--- config.mk ---
export PLATFORM = sky130hd
export DESIGN_NAME = fifo_ctrl_dual
export DESIGN_NICKNAME = d
export VERILOG_FILES = /design/src/rtl/fifo_ctrl_dual.sv
export SDC_FILE = /design/constraint.sdc
export NUM_CORES = 1
export LEC_CHECK = 0
export BUFFER_PORTS_ARGS = -buffer_cell sky130_fd_sc_hd__buf_4
export CAP_MARGIN = 20
export CORE_AREA = 2 2 113 71
export CTS_CLUSTER_DIAMETER = 200
export CTS_CLUSTER_SIZE = 40
export DETAILED_ROUTE_END_ITERATION = 16
export DIE_AREA = 0 0 115 73
export PLACE_DENSITY = 0.67
export SETUP_SLACK_MARGIN = 0.02
export SYNTH_ARGS = -nofsm -noshare
export SYNTH_HDL_FRONTEND = slang
export SYNTH_SLANG_ARGS = --single-unit
--- constraint.sdc ---
create_clock -name clock -period 9.5 [get_ports clock]
set_input_delay 0.95 -clock clock [delete_from_list [all_inputs] [get_ports clock]]
set_output_delay 0.95 -clock clock [all_outputs]
set_load 0.01 [all_outputs]
--- src/rtl/fifo_ctrl_dual.sv ---
// Stream FIFO controller driving a dual-port RAM (port 0 write, port 1 read).
// A 2-entry skid buffer absorbs the RAM's registered read latency.
module fifo_ctrl_dual #(
    parameter int WIDTH  = 8,
    parameter int ADDR_W = 6
) (
    input  logic              clock,
    input  logic              reset,
    input  logic              flush,
    input  logic [WIDTH-1:0]  in_data,
    input  logic              in_valid,
    output logic              in_ready,
    output logic [WIDTH-1:0]  out_data,
    output logic              out_valid,
    input  logic              out_ready,
    output logic [ADDR_W:0]   level,
    output logic [WIDTH-1:0]  mem_data_0,
    output logic [ADDR_W-1:0] mem_address_0,
    output logic              mem_wren_0,
    output logic [WIDTH-1:0]  mem_data_1,
    output logic [ADDR_W-1:0] mem_address_1,
    output logic              mem_wren_1,
    input  logic [WIDTH-1:0]  mem_q_1
);
    localparam int CW = ADDR_W + 1;
    localparam logic [ADDR_W:0] DEPTH = CW'(1) << ADDR_W;

    logic [ADDR_W-1:0] wr_ptr, rd_ptr;
    logic [ADDR_W:0]   mem_count, mem_count_n, level_n;
    logic              rd_pend;
    logic [WIDTH-1:0]  slot [2];
    logic              skid_head, skid_tail;
    logic [1:0]        skid_count, skid_count_n;
    logic [2:0]        skid_occ;
    logic              in_fire, out_fire, issue;

    assign in_ready  = (mem_count < DEPTH) && !flush;
    assign in_fire   = in_valid && in_ready;
    assign out_valid = (skid_count != 2'd0);
    assign out_fire  = out_valid && out_ready;
    assign out_data  = slot[skid_head];

    // Skid occupancy once this cycle's pop and the in-flight word settle;
    // issuing only below 2 means the skid can never overflow.
    assign skid_occ = 3'(skid_count) + 3'(rd_pend) - 3'(out_fire);
    assign issue    = (mem_count != '0) && (skid_occ < 3'd2) && !flush;

    assign mem_wren_0    = in_fire;
    assign mem_address_0 = wr_ptr;
    assign mem_data_0    = in_data;
    assign mem_address_1 = rd_ptr;
    assign mem_data_1    = '0;
    assign mem_wren_1    = 1'b0;

    always_comb begin
        mem_count_n  = mem_count + CW'(in_fire) - CW'(issue);
        skid_count_n = skid_count + 2'(rd_pend) - 2'(out_fire);
        level_n      = mem_count_n + CW'(issue) + CW'(skid_count_n);
    end

    always_ff @(posedge clock or posedge reset) begin
        if (reset) begin
            wr_ptr     <= '0;
            rd_ptr     <= '0;
            mem_count  <= '0;
            rd_pend    <= 1'b0;
            skid_head  <= 1'b0;
            skid_tail  <= 1'b0;
            skid_count <= '0;
            level      <= '0;
            slot[0]    <= '0;
            slot[1]    <= '0;
        end else if (flush) begin
            // Any word arriving on mem_q_1 this cycle is dropped.
            wr_ptr     <= '0;
            rd_ptr     <= '0;
            mem_count  <= '0;
            rd_pend    <= 1'b0;
            skid_head  <= 1'b0;
            skid_tail  <= 1'b0;
            skid_count <= '0;
            level      <= '0;
        end else begin
            wr_ptr     <= wr_ptr + ADDR_W'(in_fire);
            rd_ptr     <= rd_ptr + ADDR_W'(issue);
            mem_count  <= mem_count_n;
            rd_pend    <= issue;
            skid_count <= skid_count_n;
            level      <= level_n;
            if (rd_pend) begin
                slot[skid_tail] <= mem_q_1;
                skid_tail       <= ~skid_tail;
            end
            if (out_fire)
                skid_head <= ~skid_head;
        end
    end
endmodule

# Word-level counts from Yosys, hierarchy flattened
# Index checks and enable logic that the tools add are counted.
[totals]
ff_bits = 47
latchBits = 0
romBits = 0
ramBits = 0
out_inout_bits = 47
n_memories = 0
[classes]
bitwise_logic = 5
eq_ne = 0
n_shift = 0
order_cmp = 5
reduce_logical = 12
mux = 16
div_mod_pow = 0
addsub = 10
multipliers = 0
[ops]
columns = ["cell", "n"]
rows = [
  ["two-way mux 8 bit", 4],
  ["bitwise mux 16 bit", 1],
  ["adder 7 x 1 -> 7 bit", 2],
  ["two-way mux 7 bit", 2],
  ["adder 6 x 1 -> 6 bit", 2],
  ["two-way mux 6 bit", 2],
  ["demux 8 bit (select 1 bit)", 1],
  ["adder 7 x 2 -> 7 bit", 1],
  ["< comparator 7 bit, second input constant", 1],
  ["nonzero test 7 bit", 1],
  ["subtractor 7 x 1 -> 7 bit", 1],
  ["logical AND 1 bit", 6],
  ["nonzero test 2 bit", 3],
  ["two-way mux 1 bit", 5],
  ["greater-or-equal comparator 2 bit, second input constant", 2],
  ["inverter 1 -> 2 bit", 2],
  ["adder 2 x 1 -> 3 bit", 1],
  ["< comparator 3 x 2 -> 1 bit, second input constant", 1],
  ["inverter 1 bit", 3],
  ["subtractor 3 x 1 -> 3 bit", 1],
  ["adder 2 x 1 -> 2 bit", 1],
  ["< comparator 2 x 1 -> 1 bit, second input constant", 1],
  ["two-way mux 2 bit", 1],
  ["AND reduction 2 bit", 1],
  ["2 further kinds", 2],
]

# Depth between registers and ports, before layout
# Gate-level depths: netlist of the first run.
[logic_depth]
ltp_word = 10
mapped_depth = 20
depth_no_buf = 20

# Least setup slack after synthesis of the first run
# OpenSTA, ideal clock, no wires.
[synth_timing]
path_kind = "input port to flip-flop"
startpoint = "input port out_ready"
endpoint = "register level[5]"
setup_slack_ns = 4.113
required_ns = 9.406
cell_stages = 18
arrival_ns = 5.294
setup_ns = 0.094
path_cell_list = "and2_1 > ha_1 > inv_1 > ha_1 > inv_1 > fa_1 > inv_1 > a2111oi_0 > ha_1 > inv_1 > ha_1 > inv_1 > fa_1 > inv_1 > ha_1 > a21oi_1 > or4_1 > a221oi_2"
[synth_between]
elab_chain_len = 9
word_cells_on_any_way = 10
classes_between = "5 x add/sub; 1 x order compare; 1 x mux; 3 x reduce/logical"
[synth_lines]
columns = ["item", "line", "rtl"]
rows = [
  ["from (decl)", "15", "input logic out_ready,"],
  ["logical AND 1 bit *", "40", "assign out_fire = out_valid && out_ready;"],
  ["subtractor 3 x 1 -> 3 bit", "45", "assign skid_occ = 3'(skid_count) + 3'(rd_pend) - 3'(out_fire);"],
  ["< comparator 3 x 2 -> 1 bit", "46", "assign issue = (mem_count != '0) && (skid_occ < 3'd2) && !flush;"],
  ["logical AND 1 bit (2 in a row)", "46", ""],
  ["subtractor 7 x 1 -> 7 bit", "56", "mem_count_n = mem_count + CW'(in_fire) - CW'(issue);"],
  ["adder 7 x 1 -> 7 bit", "58", "level_n = mem_count_n + CW'(issue) + CW'(skid_count_n);"],
  ["adder 7 x 2 -> 7 bit *", "58", ""],
  ["two-way mux 7 bit *", "73", "end else if (flush) begin"],
  ["to (signal assigned)", "89", "level <= level_n;"],
  ["to (decl)", "16", "output logic [ADDR_W:0] level,"],
]
# Mark *: on every way between the ends. The rest lies on a longest branch, timed or not.
# A chain may end at the register's enable or synchronous reset.

# Worst setup path after layout of the first run
[layout_timing]
startpoint = "register skid_count[1]"
endpoint = "register level[6]"
[layout_between]
elab_chain_len = 10
word_cells_on_any_way = 13
classes_between = "7 x add/sub; 1 x order compare; 1 x mux; 4 x reduce/logical"
[layout_lines]
columns = ["item", "line", "rtl"]
rows = [
  ["from (decl)", "33", "logic [1:0] skid_count, skid_count_n;"],
  ["from (signal assigned)", "88", "skid_count <= skid_count_n;"],
  ["branches (longest 8 deep; another with subtractor 7 x 1 -> 7 bit)", "-", ""],
  ["adder 7 x 2 -> 7 bit *", "58", ""],
  ["two-way mux 7 bit *", "73", ""],
]
# Every way passes the cells marked *.

==> results of run 1 <==
through the flow:
stage	hold slack, ns	utilization, %	setup slack, ns	instances
after floorplan	0.474	-	4.11	230
after global placement	0.485	37.9	4.01	344
after detailed placement	0.487	37.9	3.80	344
after CTS	0.503	39.8	4.03	352
after global routing	0.521	40.0	3.66	353
final	0.502	40.0	4.09	353
state kept, by name, summed over array words and instances (netlist names):
register	flops
mem_address_0	6
mem_address_1	6
mem_count	7
level	7
skid_count	2
rd_pend	1
skid_tail	1
skid_head	1
slot	16
per-layer routing:
metal	GRT usage [%]	vias to the layer above
met5	0	-
li1	-	775
met4	3.21	0
met2	17.6	38
met3	3.49	4
met1	17.0	784
worst reg2reg max path: stages (launching register included):
cell                        delay [ns]
sky130_fd_sc_hd__dfrtp_1          0.42
sky130_fd_sc_hd__or2_2            0.33
sky130_fd_sc_hd__and2_1           0.19
sky130_fd_sc_hd__ha_1             0.27
sky130_fd_sc_hd__inv_1            0.06
sky130_fd_sc_hd__ha_1             0.13
sky130_fd_sc_hd__inv_1            0.05
sky130_fd_sc_hd__fa_1             0.56
sky130_fd_sc_hd__inv_1            0.09
sky130_fd_sc_hd__a2111oi_1        0.82
sky130_fd_sc_hd__ha_1             0.38
sky130_fd_sc_hd__inv_1            0.06
sky130_fd_sc_hd__ha_1             0.16
sky130_fd_sc_hd__inv_1            0.05
sky130_fd_sc_hd__fa_1             0.51
sky130_fd_sc_hd__fa_1             0.42
sky130_fd_sc_hd__nor2_1           0.22
sky130_fd_sc_hd__nor4b_1          0.40
sky130_fd_sc_hd__mux2i_1          0.23
power breakdown:
group | switching, mW | total [mW] | internal (mW)
logic | 0.294 | 0.575 | 0.280
registers | 0.0415 | 0.314 | 0.272
clock network | 0.0717 | 0.169 | 0.0971
cell usage after synthesis, types with 2 or more instances:
cell type,number
sky130_fd_sc_hd__nand2b_1,3
sky130_fd_sc_hd__a21oi_1,3
sky130_fd_sc_hd__nand3_1,5
sky130_fd_sc_hd__ha_1,16
sky130_fd_sc_hd__mux2_2,24
sky130_fd_sc_hd__nor3_1,3
sky130_fd_sc_hd__xor2_1,10
sky130_fd_sc_hd__fa_1,4
sky130_fd_sc_hd__and2_1,3
sky130_fd_sc_hd__clkbuf_1,4
sky130_fd_sc_hd__xnor2_1,9
sky130_fd_sc_hd__nor2_1,23
sky130_fd_sc_hd__nor2b_1,8
sky130_fd_sc_hd__inv_1,17
sky130_fd_sc_hd__dfrtp_1,47
sky130_fd_sc_hd__nand2_1,2
sky130_fd_sc_hd__o21ai_0,3
sky130_fd_sc_hd__a21o_1,3
sky130_fd_sc_hd__buf_4,18
layout make-up:
type / instances / area, µm² / share of cell area (%)
well taps: 94 / 118 / 3.91
clock inverters: 2 / 12.5 / 0.416
multi-input cells: 144 / 1170 / 39.0
inverters: 17 / 63.8 / 2.12
flip-flops and latches: 47 / 1180 / 39.1
clock buffers: 6 / 129 / 4.29
repair buffers: 43 / 335 / 11.2
worst paths after layout:
path / to / slack, ns / cells after the start
worst min register to register: slot[0] / 0.50 / 1
worst min-delay path: slot[0] / 0.50 / 1
min in group asynchronous: mem_address_0[5] / 0.63 / 2
worst max-delay path: level[6] / 4.09 / 18
worst max register to register: level[6] / 4.09 / 18
max in group asynchronous: mem_count[5] / 8.39 / 3
cell families (layout without fill, tap and decap cells):
logic type	Yosys count	in the layout	share of synthesized area, %
other cells	1	9	0.148
buf+inv	39	68	8.46
compound gates	15	15	4.50
flops	47	47	46.5
mux	25	25	11.1
xor+xnor	19	19	6.58
simple gates	56	56	11.7
fa+ha+maj	20	20	11.1
==> reports/summary.log, run 1 <==
qor: hold_path.hold_path_startpoint slot[0]
qor: worst_setup_path.timing.critical_path.from_type flop
qor: worst_setup_path.slowest_delay 0.82 ns
qor: global_routing.grt_pass1_wl 7.69 mm
qor: cts.cts.clk_slew.worst_paths 0.06 ns
qor: synthesis.synth_top_cells_by_area sky130_fd_sc_hd__dfrtp_1 (46%), sky130_fd_sc_hd__mux2_2 (11%), sky130_fd_sc_hd__ha_1 (7.9%)
qor: power.max-vdd-ir-drop 0.125 mV
qor: sta.grt_setup_unrepaired no
qor: power.power 1.06 mW
qor: worst_setup_path.setup.worst_path.class reg2reg
qor: global_routing.pin_count_of_the_biggest_net_entering_global_routing 48
qor: drt.drt_first_pass_iters 4
qor: power.total_leakage_power 1.46 nW
qor: sta.finalHoldViolCount 0
qor: cts.post_cts.resized_instances 0
qor: drt.first_iter_violations 110
qor: flow_run.maxCapViolations 0
qor: drt.wl_met1 2.24 mm
qor: cts.numCtsBuffers 5
qor: place.numPortBuffers 42
qor: cts.clockRootBuffer sky130_fd_sc_hd__clkbuf_16
qor: drt.wl_per_cell 13.3 µm
qor: sta.skew 0.00406 ns
qor: power.power_per_cell_area 352 nW/µm²
qor: synthesis.synthArstFlopShare 100%
qor: worst_setup_path.worstPathCellList or2_2, and2_1, ha_1, inv_1, ha_1, inv_1, fa_1, inv_1, a2111oi_1, ha_1, inv_1, ha_1, inv_1, fa_1, fa_1, nor2_1, nor4b_1, mux2i_1
qor: synthesis.postSynthRegisterBits 47
qor: layout.antenna_cells 0
qor: sta.min_period 5.41 ns
qor: worst_setup_path.setup.worst_path.start skid_count[1]
qor: drt.drt_wl_total 4.68 mm
qor: worst_setup_path.r2r-start skid_count[1]
qor: cts.clk_latency 0.28 ns
qor: drt.drcViolationCount 0
qor: synthesis.synth_warnings 0
qor: floorplan.die_x 115 µm
qor: synthesis.seq_area_frac_synth 46.5%
qor: layout.n_fill_cell 704
qor: place.dp_hpwl 3.41 mm
qor: layout.mostFrequentLayoutCell sky130_fd_sc_hd__dfrtp_1
qor: worst_setup_path.arrival 5.62 ns
qor: sta.timing.final.max_slew_violations 0
qor: sta.fin_tns_setup 0 ns
qor: cts.clock_path_buffers 2
qor: drt.met3_length 247 µm
qor: place.weighted_congestion_reported_at_the_end_of_routability_driven_placement 0.844
qor: worst_setup_path.crit_fanout 4
qor: synthesis.avgSynthCellArea 11.4 µm²
qor: worst_setup_path.timing.critical_path.max_delay_family adder cells
qor: sta.layout_worst_path_cycle_share 57.0%
qor: floorplan.row_count 25
qor: synthesis.ys.flop_type sky130_fd_sc_hd__dfrtp_1
qor: global_routing.antenna_found_initial 0
qor: worst_setup_path.crit_buf_inv 5
qor: hold_path.hold_path.class reg2reg
qor: synthesis.synthCells 222
qor: synthesis.syn-cell-area 2530 µm²
qor: sta.worst_slew_pin_slew 0.974 ns
qor: drt.highest-signal-layer met4
qor: global_routing.grt_usage 11.9%
qor: floorplan.initial_utilization 33.7%
qor: floorplan.floorplan.core_area 7510 µm²
qor: floorplan.dieHeight 73 µm
qor: layout.areaGrowthSynthToFinish 18.8%
qor: floorplan.io_count 68
qor: drt.wl_met2 2.15 mm
qor: synthesis.synth_enable_flop_cells 0
qor: worst_setup_path.critPathMostFrequentCell sky130_fd_sc_hd__inv_1
qor: layout.drive_gt1_share 30.9%
qor: synthesis.synth_top_area_cell sky130_fd_sc_hd__dfrtp_1
qor: synthesis.synthDominantCellAreaShare 46.5%
qor: cts.tritoncts_clock_tree done
qor: drt.drt-vias-per-instance 4.54
qor: cts.postCtsSetupRepairBufs 0
qor: layout.num-nets-final 299
qor: layout.fin_area 3010 µm²
qor: place.detailed_place.area 2840 µm²
qor: layout.most-common-layout-cells sky130_fd_sc_hd__dfrtp_1 (47), sky130_fd_sc_hd__buf_4 (42), sky130_fd_sc_hd__mux2_2 (24)
qor: drt.antenna_violating_nets_post_route 0
qor: global_routing.overflow 0
qor: drt.via_count 1601
qor: worst_setup_path.end_kind flop
qor: worst_setup_path.cp_slowest_cell sky130_fd_sc_hd__a2111oi_1
qor: cts.cts-htree-levels 2
qor: cts.holdBufCountCts 0
qor: floorplan.design.die.area 8400 µm²
qor: sta.setup_viol 0
qor: synthesis.synthDistinctLibCells 36
qor: outcome.status finished, final reports clean
qor: sta.relative_slew_slack 34.9%
qor: global_routing.grt_pass1_vias 1603
qor: cts.cts.sinks 47
qor: worst_setup_path.required 9.70 ns
qor: sta.fmaxAchievable 185 MHz
No activity file was read; power rests on OpenSTA's default activity.
==> run 2: changes to the inputs <==
--- a/config.mk
+++ b/config.mk
@@ -12,7 +12,7 @@
 export CTS_CLUSTER_SIZE = 40
 export DETAILED_ROUTE_END_ITERATION = 16
 export DIE_AREA = 0 0 115 73
-export PLACE_DENSITY = 0.67
+export PLACE_DENSITY = 0.69
 export SETUP_SLACK_MARGIN = 0.02
 export SYNTH_ARGS = -nofsm -noshare
 export SYNTH_HDL_FRONTEND = slang
==> constraint.sdc (replaced) <==
create_clock -name clock -period 4.55 [get_ports clock]
set_input_delay 0.455 -clock clock [delete_from_list [all_inputs] [get_ports clock]]
set_output_delay 0.455 -clock clock [all_outputs]
set_load 0.01 [all_outputs]
==> run 2 against run 1 <==
- the run now ends with setup timing left
- routed wire length increased by 9.9%
- worst setup slack got worse by 4.1 ns
- utilization is 2.0 points higher
- critical path depth is 1 higher
- critical path type unchanged
- highest routed layer unchanged
==> reports/summary.log, run 2 (synthesis results as in run 1) <==
qor: outcome.status finished, violations left
qor: outcome.failed_checks setup timing
qor: worst_setup_path.setup.worst_path.class reg2reg
qor: drt.via_count 1630 [+1.8%]
qor: floorplan.io_count 68 [unchanged]
qor: drt.drcViolationCount 0 [unchanged]
qor: sta.worst_slew_pin_slew 0.707 ns [-0.267 ns]
qor: layout.antenna_cells 0 [unchanged]
qor: layout.post-route-util 42.1% [+2.0 points]
qor: layout.largest_register_ffs 16 [unchanged]
qor: cts.cts.sinks 47 [unchanged]
qor: global_routing.grt_pass1_wl 8.05 mm [+4.7%]
qor: drt.drt-vias-per-instance 4.52 [-0.44%]
qor: place.placement.setup.worst_slack 0.0672 ns [-3.73 ns]
qor: flow_run.maxCapViolations 0 [unchanged]
qor: layout.most-common-layout-cells sky130_fd_sc_hd__buf_4 (50), sky130_fd_sc_hd__dfrtp_1 (47), sky130_fd_sc_hd__mux2_2 (24)
qor: sta.finalHoldViolCount 0 [unchanged]
qor: sta.fmaxAchievable 220 MHz [+19%]
qor: sta.setup_viol 1 [+1]
qor: worst_setup_path.worstPathCellList or2_4, and2_4, ha_4, inv_2, ha_4, inv_2, fa_2, inv_2, a2111oi_4, ha_1, inv_1, ha_2, inv_2, fa_2, inv_2, ha_4, a21oi_2, or4_1, a221oi_2
qor: cts.clock_path_buffers 2 [unchanged]
qor: layout.layoutNonFillerInstCount 361 [+2.3%]
qor: power.max-vdd-ir-drop 0.246 mV [+96%]
qor: place.dp_hpwl 3.54 mm [+3.7%]
qor: cts.numCtsBuffers 5 [unchanged]
qor: sta.timing.final.max_slew_violations 0 [unchanged]
qor: layout.regMostFlops slot
qor: global_routing.grt_usage 12.5% [+0.63 points]
qor: layout.num-nets-final 307 [+2.7%]
qor: place.numPortBuffers 42 [unchanged]
qor: drt.wl_per_cell 14.2 µm [+7.5%]
qor: drt.drt_first_pass_iters 4 [unchanged]
qor: layout.mostFrequentLayoutCell sky130_fd_sc_hd__buf_4
qor: cts.holdBufCountCts 0 [unchanged]
qor: global_routing.overflow 0 [unchanged]
qor: hold_path.hold_path.class in2async
qor: cts.cts.clk_slew.worst_paths 0.06 ns [about the same]
qor: global_routing.grt_pass1_vias 1599 [-0.25%]
qor: power.power_per_cell_area 798 nW/µm² [+130%]
qor: worst_setup_path.end_kind flop
qor: worst_setup_path.slowest_delay 0.60 ns [-0.22 ns]
qor: floorplan.die_x 115 µm [unchanged]
qor: floorplan.initial_utilization 33.7% [unchanged]
qor: cts.clockRootBuffer sky130_fd_sc_hd__clkbuf_16
qor: layout.largestRegisters slot: 16 flops, level: 7 flops, mem_count: 7 flops
qor: place.weighted_congestion_reported_at_the_end_of_routability_driven_placement 0.751 [-11%]
qor: global_routing.pin_count_of_the_biggest_net_entering_global_routing 48 [unchanged]
qor: layout.areaGrowthSynthToFinish 24.8%
qor: cts.clk_latency 0.28 ns [about the same]
qor: drt.first_iter_violations 61 [-45%]
qor: drt.antenna_violating_nets_post_route 0 [unchanged]
qor: layout.drive_gt1_share 39.0% [+8.1 points]
qor: cts.tritoncts_clock_tree done
qor: floorplan.floorplan.core_area 7510 µm² [unchanged]
qor: power.total_leakage_power 1.50 nW [+2.7%]
qor: place.dp_cells 348 [+1.2%]
qor: floorplan.dieHeight 73 µm [unchanged]
qor: sta.relative_slew_slack 52.7% [+18 points]
qor: sta.fin_tns_setup -0.000295 ns [-0.000295 ns]
qor: worst_setup_path.cp_slowest_cell sky130_fd_sc_hd__fa_2
qor: floorplan.design.die.area 8400 µm² [unchanged]
qor: sta.timing.hold.ws 0.0951 ns [-0.407 ns]
qor: floorplan.row_count 25 [unchanged]
qor: drt.drt_wl_total 5.14 mm [+9.9%]
qor: worst_setup_path.timing.critical_path.from_type flop
qor: sta.grt_setup_unrepaired yes
qor: worst_setup_path.arrival 4.74 ns [-0.88 ns]
qor: global_routing.antenna_found_initial 0 [unchanged]
qor: cts.cts-htree-levels 2 [unchanged]
qor: sta.post-route-worst-setup-slack -0.000295 ns [-4.09 ns]
qor: worst_setup_path.required 4.74 ns [-4.96 ns]
qor: worst_setup_path.crit_fanout 3 [-1]
qor: sta.layout_worst_path_cycle_share 100% [+43 points]
qor: worst_setup_path.critPathMostFrequentCell sky130_fd_sc_hd__inv_2
qor: sta.skew 0.00414 ns [+0.0000814 ns]
qor: sta.min_period 4.55 ns [-0.864 ns]
[run 2: cell types whose count changed in the layout (fill, tap and decap cells not counted), sizes merged]
cell      delta
buf          +8
clkbuf       +1
clkinvlp     -1
[run 2: per-stage QoR]
step	instance area (µm²)	power, mW
floorplan	2590	1.56
global placement	2910	1.94
detailed placement	2910	1.97
CTS	3050	2.35
global route	3160	2.72
finish	3160	2.52
[run 2: area by class of cell]
cell class | count | area [µm²]
tap | 94 | 118
fill | 670 | 4350
clock buffer | 7 | 133
multi-input combinational | 144 | 1270
clock inverter | 1 | 5.00
inverter | 17 | 63.8
timing repair buffer | 51 | 395
sequential | 47 | 1180
[run 2: critical path, delay by kind of cell, from the launching register on]
family          cells  cell delay [ns]
flops               1             0.38
fa+ha+maj           7             2.23
compound gates      3             0.61
buf+inv             6             0.34
simple gates        3             0.89
[run 2: where the power goes]
group          leakage [nW]  switching (mW)  internal (mW)
combinational         0.823           0.758          0.753
clock                0.0679           0.150          0.203
sequential            0.610          0.0881          0.569
[run 2: metal layers]
metal	up-vias	wire (µm)	global-route usage (%)	share of wire [%]
met5	-	0	0	0
met3	8	219	3.74	4.3
met1	806	2520	17.9	49
met2	28	2350	18.2	46
met4	0	56	4.15	1.1
li1	788	-	-	-
[run 2: worst paths after layout]
check	startpoint	endpoint	slack, ns	cells after the start
max	skid_count[1]	level[5]	-0.0003	19
min	reset	mem_address_1[2]	0.1	2
max reg2reg	skid_count[1]	level[5]	-0.0003	19
min reg2reg	slot[11]	slot[11]	0.51	1
max in group asynchronous	reset	level[5]	3.98	3
min in group clock	mem_q_1[3]	slot[11]	0.41	2
[run 2: repair_timing]
item                       4_1_cts  5_1_grt
setup buffers                    0        4
pin swaps                        0       10
gates resized for setup          1       14
setup endpoints to repair        1        3
==> run 3: changes to the inputs <==
--- a/config.mk
+++ b/config.mk
@@ -12,6 +12,7 @@
 export CTS_CLUSTER_SIZE = 40
 export DETAILED_ROUTE_END_ITERATION = 16
 export DIE_AREA = 0 0 115 73
+export MAX_ROUTING_LAYER = met4
 export PLACE_DENSITY = 0.69
 export SETUP_SLACK_MARGIN = 0.02
 export SYNTH_ARGS = -nofsm -noshare
==> run 3 against run 2 <==
- combinational power hardly changed
- clock skew hardly changed
- the run still ends with setup timing left
- first-iteration DRC count is 4.9% lower
- non-clock buffer count stayed put
==> reports/summary.log, run 3 (synthesis results as in run 1) <==
qor: outcome.status finished, violations left
qor: outcome.failed_checks setup timing
qor: worst_setup_path.required 4.74 ns [about the same]
qor: hold_path.hold_path.class in2async
qor: drt.drcViolationCount 0 [unchanged]
qor: cts.clk_latency 0.28 ns [about the same]
qor: worst_setup_path.timing.critical_path.max_delay_family adder cells
qor: power.power_per_cell_area 797 nW/µm² [-0.19%]
qor: global_routing.overflow 0 [unchanged]
qor: worst_setup_path.cp_slowest_cell sky130_fd_sc_hd__fa_2
qor: power.power.share.combinational 59.9% [about the same]
qor: drt.drt-vias-per-instance 4.54 [+0.49%]
qor: worst_setup_path.crit_fanout 3 [unchanged]
qor: global_routing.antenna_found_initial 0 [unchanged]
qor: sta.worst_slew_pin_slew 0.689 ns [-0.0181 ns]
qor: floorplan.row_count 25 [unchanged]
qor: cts.tritoncts_clock_tree done
qor: drt.via_count 1638 [+0.49%]
qor: worst_setup_path.arrival 4.75 ns [about the same]
qor: floorplan.io_count 68 [unchanged]
qor: sta.grt_setup_unrepaired yes
qor: global_routing.pin_count_of_the_biggest_net_entering_global_routing 48 [unchanged]
qor: place.weighted_congestion_reported_at_the_end_of_routability_driven_placement 0.761 [+1.3%]
qor: cts.clockRootBuffer sky130_fd_sc_hd__clkbuf_16
qor: cts.clock_path_buffers 2 [unchanged]
qor: cts.cts.clk_slew.worst_paths 0.06 ns [about the same]
qor: layout.n_fill_cell 671 [+0.15%]
qor: power.share_seq_of_total_power 26.1% [about the same]
qor: worst_setup_path.ff2ff_setup_slack -0.01 ns [about the same]
qor: power.power 2.52 mW [-0.19%]
qor: layout.largest_register_ffs 16 [unchanged]
qor: layout.post-route-util 42.1% [unchanged]
qor: power.p_int 1.52 mW [about the same]
qor: layout.drive_gt1_share 39.0% [unchanged]
qor: worst_setup_path.crit_buf_inv 6 [unchanged]
qor: worst_setup_path.critPathMostFrequentCell sky130_fd_sc_hd__inv_2
qor: power.total_leakage_power 1.50 nW [unchanged]
qor: power.proportion_of_power_drawn_by_the_clock_network 14.0% [about the same]
qor: layout.antenna_cells 0 [unchanged]
qor: floorplan.design.die.area 8400 µm² [unchanged]
qor: sta.fmaxAchievable 219 MHz [-0.22%]
qor: power.p_sw 0.991 mW [-0.43%]
qor: place.dp_hpwl 3.54 mm [unchanged]
qor: place.numPortBuffers 42 [unchanged]
qor: power.swShare 39.4% [-0.095 points]
qor: floorplan.floorplan.core_area 7510 µm² [unchanged]
qor: layout.regMostFlops slot
qor: worst_setup_path.setup.worst_path.start skid_count[1]
qor: worst_setup_path.setup.worst_path.class reg2reg
qor: layout.mostFrequentLayoutCell sky130_fd_sc_hd__buf_4
qor: floorplan.initial_utilization 33.7% [unchanged]
qor: sta.finalHoldViolCount 0 [unchanged]
qor: floorplan.dieHeight 73 µm [unchanged]
qor: global_routing.grt_usage 12.9% [+0.38 points]
qor: sta.timing.final.max_slew_violations 0 [unchanged]
qor: sta.fin_tns_setup -0.0104 ns [-0.0101 ns]
qor: drt.first_iter_violations 58 [-4.9%]
qor: sta.post-route-worst-setup-slack -0.0104 ns [-0.0101 ns]
qor: worst_setup_path.end_kind flop
qor: drt.antenna_violating_nets_post_route 0 [unchanged]
qor: cts.cts-htree-levels 2 [unchanged]
qor: sta.setup_viol 1 [unchanged]
qor: cts.cts.sinks 47 [unchanged]
qor: worst_setup_path.timing.critical_path.from_type flop
qor: floorplan.die_x 115 µm [unchanged]
qor: layout.most-common-layout-cells sky130_fd_sc_hd__buf_4 (50), sky130_fd_sc_hd__dfrtp_1 (47), sky130_fd_sc_hd__mux2_2 (24)
qor: global_routing.grt_pass1_vias 1600 [+0.063%]
qor: sta.layout_worst_path_cycle_share 100% [+0.22 points]
qor: flow_run.maxCapViolations 0 [unchanged]
qor: worst_setup_path.cp.depth 19 [unchanged]
qor: layout.areaGrowthSynthToFinish 24.8% [unchanged]
qor: worst_setup_path.r2r.worst_path.cells 19 [unchanged]
qor: sta.min_period 4.56 ns [+0.0101 ns]
qor: sta.relative_slew_slack 53.9% [+1.2 points]
qor: layout.num-nets-final 307 [unchanged]
qor: power.max-vdd-ir-drop 0.245 mV [-0.38%]
qor: place.placement.setup.worst_slack 0.0672 ns [unchanged]
qor: sta.skew 0.00375 ns [-0.000395 ns]
qor: global_routing.grt_pass1_wl 8.07 mm [+0.26%]
qor: drt.drt_first_pass_iters 4 [unchanged]
qor: drt.drt_wl_total 5.14 mm [unchanged]
qor: worst_setup_path.worstPathCellList or2_4, and2_4, ha_4, inv_2, ha_4, inv_2, fa_2, inv_2, a2111oi_4, ha_1, inv_1, ha_2, inv_2, fa_2, inv_2, ha_4, a21oi_2, or4_1, a221oi_2
qor: drt.wl_per_cell 14.2 µm [unchanged]
qor: cts.numCtsBuffers 5 [unchanged]
qor: layout.largestRegisters slot: 16 flops, level: 7 flops, mem_count: 7 flops
qor: worst_setup_path.r2r-start skid_count[1]
qor: worst_setup_path.slowest_delay 0.61 ns [about the same]
[run 3: cell counts in the layout (fill, tap and decap cells not counted)]
Identical to the previous run, type by type.
[run 3: worst reg2reg max path, stage by stage, from the launching register on]
cell,delay [ns]
sky130_fd_sc_hd__dfrtp_1,0.38
sky130_fd_sc_hd__or2_4,0.25
sky130_fd_sc_hd__and2_4,0.15
sky130_fd_sc_hd__ha_4,0.21
sky130_fd_sc_hd__inv_2,0.05
sky130_fd_sc_hd__ha_4,0.12
sky130_fd_sc_hd__inv_2,0.04
sky130_fd_sc_hd__fa_2,0.61
sky130_fd_sc_hd__inv_2,0.07
sky130_fd_sc_hd__a2111oi_4,0.35
sky130_fd_sc_hd__ha_1,0.30
sky130_fd_sc_hd__inv_1,0.07
sky130_fd_sc_hd__ha_2,0.19
sky130_fd_sc_hd__inv_2,0.05
sky130_fd_sc_hd__fa_2,0.57
sky130_fd_sc_hd__inv_2,0.06
sky130_fd_sc_hd__ha_4,0.25
sky130_fd_sc_hd__a21oi_2,0.05
sky130_fd_sc_hd__or4_1,0.49
sky130_fd_sc_hd__a221oi_2,0.22
[run 3: stage by stage]
step	cells	cell area, µm²	hold WS, ns
2_1_floorplan	230	2590	0.474
3_3_place_gp	348	2910	0.482
3_5_place_dp	348	2910	0.490
4_1_cts	356	3050	0.409
5_1_grt	361	3160	0.106
6_report	361	3160	0.0967
[run 3: power by group through the flow]
stage                     logic (mW)  registers [mW]  clock network, mW
final                           1.51           0.656              0.351
after global routing            1.66           0.674              0.379
after CTS                       1.34           0.655              0.361
after detailed placement        1.31           0.661                  0
after global placement          1.28           0.655                  0
after floorplan                0.914           0.649                  0
[run 3: layout make-up]
cell class | instances | area [µm²] | share of cell area [%]
Multi-Input combinational cell | 144 | 1270 | 40.1
Sequential cell | 47 | 1180 | 37.2
Timing Repair Buffer | 51 | 395 | 12.5
Clock buffer | 7 | 133 | 4.20
Tap cell | 94 | 118 | 3.72
Inverter | 17 | 63.8 | 2.02
Clock inverter | 1 | 5.00 | 0.158
[run 3: worst paths after layout]
| path | end |
|---|---|
| worst max-delay path | level[5] |
| worst min-delay path | mem_address_1[2] |
| worst max register to register | level[5] |
| worst min register to register | slot[11] |
| max in group asynchronous | level[3] |
| min in group clock | slot[0] |
[run 3: timing repair]
item,in CTS,in global routing
hold buffers,0,0
pin swaps,0,10
setup buffers,0,4
gates resized for setup,1,14
endpoints found under the setup margin,1,3
[run 3: layer usage]
| metal | vias to the layer above | wire [µm] | GRT usage [%] |
|---|---|---|---|
| li1 | 790 | - | - |
| met1 | 812 | 2510 | 17.9 |
| met2 | 28 | 2360 | 18.2 |
| met3 | 8 | 220 | 3.74 |
| met4 | 0 | 60 | 4.15 |
| met5 | - | 0 | - |
